==> config.mk <==
export PLATFORM = sky130hd
export DESIGN_NAME = periph_obi_demux
export DESIGN_NICKNAME = d
export VERILOG_FILES = /design/src/rtl/periph_obi_demux.sv
export SDC_FILE = /design/constraint.sdc
export NUM_CORES = 1
export LEC_CHECK = 0
export CAP_MARGIN = 20
export CORE_AREA = 5 5 187 189
export DETAILED_ROUTE_END_ITERATION = 8
export DIE_AREA = 0 0 192 194
export GPL_ROUTABILITY_DRIVEN = 0
export PLACE_DENSITY = 0.51
export SLEW_MARGIN = 30
export SYNTH_ARGS = -nofsm -noshare
export SYNTH_HDL_FRONTEND = slang
export SYNTH_SLANG_ARGS = --single-unit
==> constraint.sdc <==
create_clock -name clk_i -period 3.3 [get_ports clk_i]
set_clock_uncertainty 0.2 [all_clocks]
set_input_delay 0.66 -clock clk_i [delete_from_list [all_inputs] [get_ports clk_i]]
set_output_delay 0.66 -clock clk_i [all_outputs]
set_load 0.01 [all_outputs]
==> src/rtl/periph_obi_demux.sv <==
// periph_obi_demux: one OBI initiator fanned out to NUM_PORTS peripheral targets.
// Addresses are decoded into fixed windows above 0x2000_0000.
// Accesses that hit no window get an error response.
// Responses return in order, and the order is tracked by a small target-code FIFO.
// New accesses only issue to the same target as the youngest outstanding one.
// This keeps responses in order without reordering buffers.
module periph_obi_demux #(
  parameter int          NUM_PORTS       = 9,
  parameter int          MAX_OUTSTANDING = 2,
  parameter logic [31:0] ERR_RDATA       = 32'hBADACCE5
) (
  input  logic                      clk_i,
  input  logic                      rst_i,
  // upstream OBI
  input  logic                      req_i,
  output logic                      gnt_o,
  input  logic [31:0]               addr_i,
  input  logic                      we_i,
  input  logic [3:0]                be_i,
  input  logic [31:0]               wdata_i,
  output logic                      rvalid_o,
  output logic [31:0]               rdata_o,
  output logic                      err_o,
  // downstream peripherals
  output logic [NUM_PORTS-1:0]      p_req_o,
  input  logic [NUM_PORTS-1:0]      p_gnt_i,
  output logic [31:0]               p_addr_o,
  output logic                      p_we_o,
  output logic [3:0]                p_be_o,
  output logic [31:0]               p_wdata_o,
  input  logic [NUM_PORTS-1:0]      p_rvalid_i,
  input  logic [NUM_PORTS*32-1:0]   p_rdata_i
);

  localparam int TW = $clog2(NUM_PORTS + 1);
  localparam int PW = (MAX_OUTSTANDING > 1) ? $clog2(MAX_OUTSTANDING) : 1;
  localparam int CW = $clog2(MAX_OUTSTANDING + 1);
  localparam logic [TW-1:0] UNMAPPED = TW'(NUM_PORTS);
  localparam logic [31:0]   BASE     = 32'h2000_0000;
  localparam int            NUM_WIN  = 9;

  // Half-open windows [lo, hi) as offsets from BASE; the gap at idx2 is deliberate.
  localparam logic [31:0] WIN_LO [NUM_WIN] = '{
    32'h0_0000, 32'h1_0000, 32'h2_0000, 32'h3_0000, 32'h4_0000,
    32'h5_0000, 32'h6_0000, 32'h6_8000, 32'h7_0000};
  localparam logic [31:0] WIN_HI [NUM_WIN] = '{
    32'h1_0000, 32'h2_0000, 32'h2_0100, 32'h4_0000, 32'h5_0000,
    32'h6_0000, 32'h6_8000, 32'h7_0000, 32'h8_0000};

  // Addresses below BASE wrap to huge offsets, so they miss every window.
  logic [31:0]          off;
  logic [NUM_PORTS-1:0] hit;
  logic                 dec_mapped;
  logic [TW-1:0]        dec_tgt;

  assign off        = addr_i - BASE;
  assign dec_mapped = |hit;

  for (genvar gi = 0; gi < NUM_PORTS; gi++) begin : g_win
    if (gi < NUM_WIN) begin : g_real
      assign hit[gi] = (off >= WIN_LO[gi]) && (off < WIN_HI[gi]);
    end else begin : g_none
      assign hit[gi] = 1'b0;
    end
  end

  // Encode the one-hot window hit into a target code; no hit means UNMAPPED.
  always_comb begin
    dec_tgt = UNMAPPED;
    for (int k = 0; k < NUM_PORTS; k++) begin
      if (hit[k]) dec_tgt = TW'(k);
    end
  end

  // FIFO and bookkeeping state
  logic [TW-1:0] fifo_q [MAX_OUTSTANDING];
  logic [PW-1:0] wr_ptr_q, wr_ptr_d, rd_ptr_q, rd_ptr_d;
  logic [CW-1:0] count_q, count_d;
  logic [TW-1:0] last_tgt_q, last_tgt_d;
  logic          err_pend_q, err_pend_d;

  logic fifo_full, fifo_empty, issue_ok, push, pop;

  assign fifo_full  = (count_q == CW'(MAX_OUTSTANDING));
  assign fifo_empty = (count_q == '0);
  assign issue_ok   = !fifo_full && (fifo_empty || (dec_tgt == last_tgt_q));

  // Address, we, be and wdata go to every port unchanged; only req is steered.
  assign p_addr_o  = addr_i;
  assign p_we_o    = we_i;
  assign p_be_o    = be_i;
  assign p_wdata_o = wdata_i;

  // Request steering and grant.
  // An unmapped access is granted locally as soon as ordering allows it.
  always_comb begin
    p_req_o = '0;
    gnt_o   = 1'b0;
    if (!rst_i && req_i && issue_ok) begin
      p_req_o = hit;
      gnt_o   = dec_mapped ? |(hit & p_gnt_i) : 1'b1;
    end
  end

  // Response side: select the head target's rvalid and rdata.
  logic [TW-1:0]        head_tgt;
  logic                 head_mapped;
  logic [NUM_PORTS-1:0] head_sel;
  logic [31:0]          head_rdata;

  assign head_tgt    = fifo_q[rd_ptr_q];
  assign head_mapped = (head_tgt != UNMAPPED);

  for (genvar gi = 0; gi < NUM_PORTS; gi++) begin : g_head
    assign head_sel[gi] = (head_tgt == TW'(gi));
  end

  // AND-OR mux of the head port's read data.
  always_comb begin
    head_rdata = '0;
    for (int k = 0; k < NUM_PORTS; k++) begin
      if (head_sel[k]) head_rdata = head_rdata | p_rdata_i[32*k +: 32];
    end
  end

  // rvalid from anything but the head port is ignored.
  // rdata and err are held at zero unless rvalid is high.
  always_comb begin
    rvalid_o = 1'b0;
    rdata_o  = '0;
    err_o    = 1'b0;
    if (!rst_i && !fifo_empty) begin
      rvalid_o = head_mapped ? |(head_sel & p_rvalid_i) : err_pend_q;
    end
    if (rvalid_o) begin
      rdata_o = head_mapped ? head_rdata : ERR_RDATA;
      err_o   = !head_mapped;
    end
  end

  assign push = gnt_o;     // gnt_o already implies req_i, !full and !rst_i
  assign pop  = rvalid_o;

  // Next state: count and pointers move on push and pop.
  // The error flag arms on an unmapped grant.
  // An unmapped grant can only follow other unmapped entries.
  // Each of those drains the cycle after its grant.
  // So the armed flag always belongs to the entry at the head one cycle later.
  always_comb begin
    wr_ptr_d   = wr_ptr_q;
    rd_ptr_d   = rd_ptr_q;
    count_d    = count_q;
    last_tgt_d = last_tgt_q;
    err_pend_d = err_pend_q;
    if (push) begin
      wr_ptr_d   = (wr_ptr_q == PW'(MAX_OUTSTANDING - 1)) ? '0 : wr_ptr_q + 1'b1;
      last_tgt_d = dec_tgt;
    end
    if (pop) begin
      rd_ptr_d = (rd_ptr_q == PW'(MAX_OUTSTANDING - 1)) ? '0 : rd_ptr_q + 1'b1;
    end
    case ({push, pop})
      2'b10:   count_d = count_q + 1'b1;
      2'b01:   count_d = count_q - 1'b1;
      default: count_d = count_q;
    endcase
    if (push && !dec_mapped) err_pend_d = 1'b1;
    else if (pop)            err_pend_d = 1'b0;
  end

  // State registers; reset discards every outstanding entry.
  always_ff @(posedge clk_i) begin
    if (rst_i) begin
      wr_ptr_q   <= '0;
      rd_ptr_q   <= '0;
      count_q    <= '0;
      last_tgt_q <= UNMAPPED;
      err_pend_q <= 1'b0;
    end else begin
      wr_ptr_q   <= wr_ptr_d;
      rd_ptr_q   <= rd_ptr_d;
      count_q    <= count_d;
      last_tgt_q <= last_tgt_d;
      err_pend_q <= err_pend_d;
    end
  end

  // FIFO storage. Entries are cleared on reset so the head is never X.
  always_ff @(posedge clk_i) begin
    if (rst_i) begin
      for (int k = 0; k < MAX_OUTSTANDING; k++) fifo_q[k] <= UNMAPPED;
    end else if (push) begin
      fifo_q[wr_ptr_q] <= dec_tgt;
    end
  end

endmodule

* Yosys cells after proc, flatten, opt, wreduce, memory -nomap -nowiden *
Memories as Yosys holds them, arrays and structs flattened. A register that Yosys moved wholly into a read port is not among the register bits.
Cells that the tools add are included.

storage, ports and cells
  bits in writable memories = 8
  memories = 1
  flip-flop bits (word level) = 9

memories
  name    words  width  rd ports  clocked after Yosys merged registers in  write ports  RTL line  RTL
  fifo_q  2      4      1         1                                        2            76        logic [TW-1:0] fifo_q [MAX_OUTSTANDING];

cells by class
  bitwise logic cells = 10
  $add $sub $neg = 5
  magnitude comparators = 18
  reductions and logical operators = 28
  eq/ne operators = 13
  multiplexer cells = 41

operators by type and width
  operator                number
  $mux 32                 11
  $or 32x32->32           8
  $ge 32x19->1 const B    5
  $lt 32x19->1 const B    5
  $ge 32x18->1 const B    2
  $lt 32x18->1 const B    2
  $mux 4                  10
  $ge 32x1->1 const B     1
  $ge 32x17->1 const B    1
  $lt 32x17->1 const B    1
  $lt 32x20->1 const B    1
  $sub 32x30->32 const B  1
  $reduce_or 9->1         3
  $and 9x9->9             2
  $mux 1                  18
  $eq 4x3->1 const B      4
  $logic_and 1x1->1       14
  $mux 9                  1
  $eq 4x2->1 const B      2
  $logic_not 1->1         5
  $eq 2x2->1 const B      2
  $eq 4x1->1 const B      1
  $eq 4x4->1              1
  $eq 4x4->1 const B      1
  other kinds (11)        13

* Depth between registers and ports, before layout *
Gate-level depths: netlist of the first run.

  depth in word-level cells = 22
  mapped depth = 12
  mapped depth without buffers = 11

* Worst setup path after synthesis of the first run *
OpenSTA, ideal clock, no wires.

  kind = input to output
  start point = input addr_i[29]
  end point = output p_req_o[1]
  path slack = -404 ps
  stages on the path = 10
  data arrival time = 2,844 ps
  cell sequence = inv_1 > ha_1 > and4bb_2 > and4_1 > clkbuf_1 > o31a_1 > mux2i_2 > nand4_1 > buf_2 > nor4b_1

on the way
  longest elaborated chain between the ends = 17
  elaborated cells on any way between the ends = 42

RTL lines
  item                                         RTL line  RTL
  start: declaration                           17        input logic [31:0] addr_i,
  $sub 32x30->32 *                             56        assign off = addr_i - BASE;
  $ge 32x1->1 or $lt 32x17->1 (tied branches)  61        assign hit[gi] = (off >= WIN_LO[gi]) && (off < WIN_HI[gi]);
  $logic_and 1x1->1                            61
  $mux 4 (9 in a row)                          71        if (hit[k]) dec_tgt = TW'(k);
  $eq 4x4->1                                   86        assign issue_ok = !fifo_full && (fifo_empty || (dec_tgt == last_tgt_q));
  $logic_or 1x1->1                             86
  $logic_and 1x1->1                            86
  $logic_and 1x1->1                            99        if (!rst_i && req_i && issue_ok) begin
  $mux 9 *                                     99
  end: declaration                             25        output logic [NUM_PORTS-1:0] p_req_o,

Mark *: on every way between the ends. The rest lies on a longest branch, timed or not.

* Worst setup path after layout of the first run *
  start point = input addr_i[29]
  end point = output p_req_o[5]

The elaborated chain is that of the path after synthesis.

==> flow_summary.json, run 1 <==
{
  "status": "complete, but fails checks",
  "violations": "setup timing",
  "combPwrFrac": 0.788,
  "drcViolationCount": 0,
  "finalCritPeriodShare": 1.095,
  "synth_top_area_share": 0.2252,
  "cp-start-kind": "primary input",
  "slew_headroom": 0.6628,
  "setup_slack_ns": -0.3134,
  "dieArea_mm2": 0.03725,
  "path_cells": "buf_8 > inv_8 > ha_4 > and4bb_2 > and4_4 > o31a_1 > mux2i_2 > nand4_1 > buf_6 > buf_6 > nor4bb_4 > buf_2",
  "synth_area_leaders": "a22oi_1 23%, buf_4 13%, edfxtp_1 6.2%, dfxtp_1 5.2%, a211oi_1 3.9%",
  "cts_tree": "yes",
  "die_w_um": 192,
  "syn_to_final_growth_pct": 173.1,
  "vias_per_cell": 4.531,
  "start_util": 0.1168,
  "clock_power_share": 0.096,
  "synthFlopType": "dfxtp_1",
  "endpoint_kind": "primary output",
  "fmax_ghz": 0.2767,
  "fin_nets": 1371,
  "cpMostUsedCell": "buf_6",
  "period_needed_ns": 3.613,
  "grt_pass1_wl_um": 44050,
  "fin_util": 0.3189,
  "routed_wl_um": 33430,
  "switching_share": 0.3867,
  "synth-seq-area-share": 0.1139,
  "dp.cells": 1394,
  "p_int_mw": 1.567,
  "critPathMaxStageDelay_ns": 0.26,
  "cts_inserted_buffers": 3,
  "p_leak_nw": 3.716,
  "finalSetupViolations": 32,
  "final_cell_mix": "332 x clkdlybuf4s50_1, 115 x buf_4, 85 x a22oi_1, 62 x buf_6, 31 x a22oi_2",
  "root_buffer": "clkbuf_16",
  "rsz0062_at_grt": "true",
  "die_h_um": 194,
  "drv_cap": 0,
  "core_mm2": 0.03311,
  "ys_seq_elements": 18,
  "hp-class": "flop to flop",
  "cp.required_ns": 2.44,
  "drive_gt1_frac": 0.4010,
  "p_per_area_mw_per_mm2": 242.0,
  "postRouteAntennaNets": 0,
  "clk_latency_ns": 0.25,
  "row_count": 67,
  "syn_avg_cell_area_um2": 7.421,
  "drt-initial-drc-count": 439,
  "drtPass1Iterations": 8,
  "gr-usage-all-layers": 0.1561,
  "stdcell_area_mm2": 0.01056,
  "via_count": 6524,
  "mostFrequentLayoutCell": "clkdlybuf4s50_1",
  "crit_family": "simple AND/OR/NAND/NOR gates",
  "cpMaxStageDelayCell": "and4bb_2",
  "synth_largest_area_cell": "a22oi_1",
  "p_switching_uw": 988.4,
  "crit_type": "primary input to primary output",
  "critPathBufInv": 5,
  "htreeDepth": 1,
  "path_max_fanout": 4,
  "synthCells": 521,
  "dp_hpwl_um": 26800,
  "yosysWarnings": 0,
  "yosys.cell_types.count": 65,
  "clk_pin_slew_worst_paths_ns": 0.05,
  "antenna_found_initial": 3,
  "wire_per_inst_um": 23.21,
  "tightest_slew_ns": 0.5058,
  "syn_area_mm2": 0.003866,
  "grt_max_degree": 27,
  "ir_worst_vdd_mv": 0.1214,
  "synth_nets": 901,
  "cts_buffer_depth": 2,
  "worstPathArrival_ns": 2.75,
  "hold_viol": 0,
  "maxSlewViolCount": 0,
  "sequentialPowerShare": 0.116,
  "io_pins": 491,
  "cts_sinks": 18,
  "grt_pass1_vias": 6702,
  "dpl_cell_area_mm2": 0.008936,
  "grt_overflow": 0,
  "final_cell_count_no_fill": 1440,
  "io_buffers": 400,
  "synth_edf_count": 8,
  "synth-async-reset-ratio": 0
}
[cell type report]
type,instances,area [um2]
inverter,9,48.80
timing repair buffer,578,5749
clock inverter,1,3.754
fill,3475,22550
sequential,18,444.2
antenna,2,5.005
multi-input combinational,381,3674
tap,448,560.5
clock buffer,3,75.07
[per-layer routing]
| layer | routed length, um | vias up | part of all wire | global-route usage |
|---|---|---|---|---|
| li1 | - | 2985 | - | - |
| met3 | 3679 | 45 | 0.11 | 0.05510 |
| met1 | 12880 | 3110 | 0.39 | 0.1839 |
| met2 | 15910 | 382 | 0.48 | 0.2660 |
| met4 | 942 | 2 | 0.028 | 0.04596 |
| met5 | 13 | - | 0.00039 | 0 |
[stage by stage]
step                      setup WS (ns)  power [mW]  TNS (ns)  hold WS [ns]
after floorplan                 -0.2017      0.8408    -1.052        0.2340
after global placement           -1.184       1.820    -37.67        0.2446
after detailed placement         -1.223       1.823    -39.00        0.2568
after CTS                       -0.3119       2.207    -3.430        0.2573
after global routing            -0.4268       2.688    -6.470        0.2821
final                           -0.3134       2.556    -2.886        0.2545
[power by group through the flow]
stage	registers, mW	logic [mW]	clock network [mW]
2_1_floorplan	0.296	0.544	0
5_1_grt	0.304	2.12	0.261
3_3_place_gp	0.302	1.52	0
4_1_cts	0.301	1.65	0.253
3_5_place_dp	0.303	1.52	0
6_report	0.297	2.01	0.245
[state kept, by name (all words and copies together) (netlist names), named ones only]
name	cells
fifo_q	8
last_tgt_q	4
count_q	2
err_pend_q	1
rd_ptr_q	1
wr_ptr_q	1
[synthesized netlist by cell type, drive strengths merged, types with 6 or more instances]
| master | n |
|---|---|
| a22oi | 116 |
| buf | 80 |
| clkbuf | 34 |
| nor2 | 27 |
| a31oi | 21 |
| a211oi | 20 |
| o22ai | 20 |
| a21oi | 18 |
| and3 | 17 |
| a222oi | 13 |
| nand2 | 13 |
| nor3 | 11 |
| dfxtp | 10 |
| inv | 9 |
| edfxtp | 8 |
| o21ai | 8 |
| mux2i | 7 |
| nor2b | 7 |
| nand2b | 6 |
| or4 | 6 |
[timing repair]
| action | CTS | global route |
|---|---|---|
| gates resized for setup | 370 | 183 |
| setup buffers | 17 | 23 |
| hold buffers | 0 | 0 |
| gates cloned | 1 | 8 |
| setup endpoints to repair | 67 | 44 |
| pin swaps | 25 | 66 |
[cell families (layout without fill, tap and decap cells)]
kind of cell    Yosys count  in the layout  synth area share
compound gates          240            240            0.4502
xor+xnor                  3              3          0.006797
fa+ha+maj                 2              2          0.006471
buf+inv                 123            591            0.1903
flops                    18             18            0.1139
mux                       9              9           0.02589
other cells               0              2                 0
simple gates            126            127            0.2065
[path summary, 6_finish.rpt]
check / startpoint / end / slack (ns) / cells after the start
worst min-delay path: rd_ptr_q / flop / 0.25 / 1
worst max register to register: fifo_q[1][3] / count_q[1] / 0.17 / 12
worst min register to register: rd_ptr_q / flop / 0.25 / 1
worst max-delay path: addr_i[29] / p_req_o[5] / -0.31 / 12
Note: power is estimated with default switching activity, not from simulation.
==> inputs of run 2 (changes only) <==
CAP_MARGIN = 40   (was 20)
CTS_BUF_LIST = sky130_fd_sc_hd__clkbuf_4 sky130_fd_sc_hd__clkbuf_8   (was not set)
GPL_TIMING_DRIVEN = 1   (was not set)
==> run 2 against run 1 <==
  * The flow still finishes with violations (setup timing)
  * Global-route usage grew 0.45 points
  * Worst hold slack improved by 0.0042 ns
  * Wire length increased by 1.6%
  * Sequential power rose by 2%
  * Sequential cell count is the same
  * Register-to-register slack worse by 0.02 ns
  * Count of clock-buffer cells in the layout did not move
  * Largest power group unchanged
  * Worst setup slack gained 0.013 ns
  * Cell count increased by 1.0%
  * Design area is 1.3% higher
  * Via count grew 1.5%
==> flow_summary.json, run 2 (synthesis gave the netlist of run 1 again) <==
{
  "clock_power_share": 0.065,
  "start_util": 0.1168,
  "gr-usage-all-layers": 0.1605,
  "drv_cap": 0,
  "fmax_ghz": 0.2778,
  "antenna_found_initial": 6,
  "violations": "setup timing",
  "cts_tree": "yes",
  "routed_wl_um": 33980,
  "cts_inserted_buffers": 3,
  "finalCritPeriodShare": 1.091,
  "combPwrFrac": 0.807,
  "hold_viol": 0,
  "cp-start-kind": "primary input",
  "drive_gt1_frac": 0.4167,
  "syn_to_final_growth_pct": 176.7,
  "clk_pin_slew_worst_paths_ns": 0.07,
  "cpMaxStageDelayCell": "and4bb_2",
  "die_h_um": 194,
  "root_buffer": "clkbuf_8",
  "endpoint_kind": "primary output",
  "dieArea_mm2": 0.03725,
  "crit_family": "simple AND/OR/NAND/NOR gates",
  "wire_per_inst_um": 23.35,
  "critPathBufInv": 6,
  "n_fill_cell": 3409,
  "switching_share": 0.4070,
  "grt_overflow": 0,
  "dp_hpwl_um": 26840,
  "cts_sinks": 18,
  "slew_headroom": 0.6409,
  "drtPass1Iterations": 8,
  "final_cell_mix": "332 x clkdlybuf4s50_1, 133 x buf_4, 84 x a22oi_1, 56 x buf_6, 32 x a22oi_2",
  "top_regs": "fifo_q x8, last_tgt_q x4, count_q x2",
  "holdBufCountCts": 0,
  "critPathMaxStageDelay_ns": 0.25,
  "status": "complete, but fails checks",
  "hp-class": "flop to flop",
  "grt_pass1_vias": 6751,
  "p_per_area_mw_per_mm2": 220.6,
  "reg2reg_slack_ns": 0.15,
  "largest_reg_flops": 8,
  "fin_setup_tns_ns": -3.546,
  "worstPathArrival_ns": 2.74,
  "grt_pass1_wl_um": 45130,
  "io_pins": 491,
  "mostFrequentLayoutCell": "clkdlybuf4s50_1",
  "tightest_slew_ns": 0.5386,
  "setup_slack_ns": -0.3001,
  "cts_buffer_depth": 2,
  "via_count": 6619,
  "cpMostUsedCell": "buf_6",
  "path_max_fanout": 3,
  "vias_per_cell": 4.549,
  "finalSetupViolations": 38,
  "ir_worst_vdd_mv": 0.08237,
  "maxSlewViolCount": 0,
  "p_switching_uw": 960.4,
  "row_count": 67,
  "path_cells": "buf_8 > inv_8 > ha_4 > and4bb_2 > and4_4 > buf_4 > o311ai_2 > a31o_2 > nand4_1 > buf_6 > buf_6 > nor4bb_4 > buf_2",
  "htreeDepth": 1,
  "sequentialPowerShare": 0.128,
  "die_w_um": 192,
  "io_buffers": 400,
  "grt_max_degree": 27,
  "fin_nets": 1384,
  "p_int_mw": 1.400,
  "drcViolationCount": 0,
  "fin_hold_ws_ns": 0.2587,
  "clk_latency_ns": 0.25,
  "core_mm2": 0.03311,
  "drt-initial-drc-count": 395,
  "cp.required_ns": 2.44,
  "crit_type": "primary input to primary output",
  "top_register": "fifo_q",
  "p_leak_nw": 3.759,
  "postRouteAntennaNets": 0,
  "period_needed_ns": 3.600,
  "rsz0062_at_grt": "true",
  "fin_util": 0.3230
}
[run 2: cell count changes in the layout (fill, tap and decap cells not counted), moves of 4 or more]
cell and delta:
clkbuf_16 -5, buf_6 -6, o22ai_1 -4, a211oi_2 -4, buf_4 +18
[run 2: worst paths after layout]
| check | startpoint | endpoint | cells after the start |
|---|---|---|---|
| worst max-delay path | addr_i[29] | p_req_o[5] | 13 |
| worst min-delay path | rd_ptr_q | flop | 1 |
| worst max register to register | flop | count_q[1] | 14 |
| worst min register to register | rd_ptr_q | flop | 1 |
[run 2: what timing repair did]
item                                    in CTS  in global routing
pin swaps                                   36                 49
resized for setup                          404                165
endpoints found under the setup margin      67                 47
buffers inserted                            27                 30
gates cloned                                 5                  5
[run 2: worst register-to-register path: cells and delay by family, from the launching register on]
| kind | cells | cell delay, ns |
|---|---|---|
| and+or+nand+nor | 3 | 0.78 |
| AOI/OAI and AO/OA | 4 | 0.74 |
| buffers and inverters | 6 | 0.71 |
| DFF | 1 | 0.38 |
| adders and majority gates | 1 | 0.28 |
[run 2: through the flow]
step | setup WS (ns) | instance area (um2) | std cells | power, mW
6_report | -0.3001 | 10700 | 1455 | 2.360
5_1_grt | -0.4108 | 10700 | 1455 | 2.486
4_1_cts | -0.3013 | 9732 | 1430 | 2.182
3_5_place_dp | -1.218 | 8944 | 1395 | 1.825
3_3_place_gp | -1.184 | 8936 | 1394 | 1.820
2_1_floorplan | -0.2017 | 3935 | 521 | 0.8408
[run 2: metal layers]
metal	global-route usage	vias to the layer above	routed length, um
met5	0	-	21
met4	0.03381	4	931
met3	0.05726	56	3668
met2	0.2763	406	16180
met1	0.1923	3140	13180
li1	-	3013	-
[run 2: power groups by stage]
stage / clock (mW) / sequential [mW] / combinational, mW
after global routing: 0.167 / 0.307 / 2.01
after global placement: 0 / 0.302 / 1.52
after CTS: 0.160 / 0.302 / 1.72
after floorplan: 0 / 0.296 / 0.544
after detailed placement: 0 / 0.303 / 1.52
final: 0.153 / 0.303 / 1.90
[run 2: area by class of cell]
class	count	area, um2	area share
Tap cell	448	560.5	0.05240
Clock buffer	3	41.29	0.003860
Inverter	9	51.30	0.004796
Sequential cell	18	444.2	0.04153
Antenna cell	4	10.01	0.0009358
Clock inverter	1	3.754	0.0003509
Timing Repair Buffer	592	5797	0.5419
Multi-Input combinational cell	380	3789	0.3542
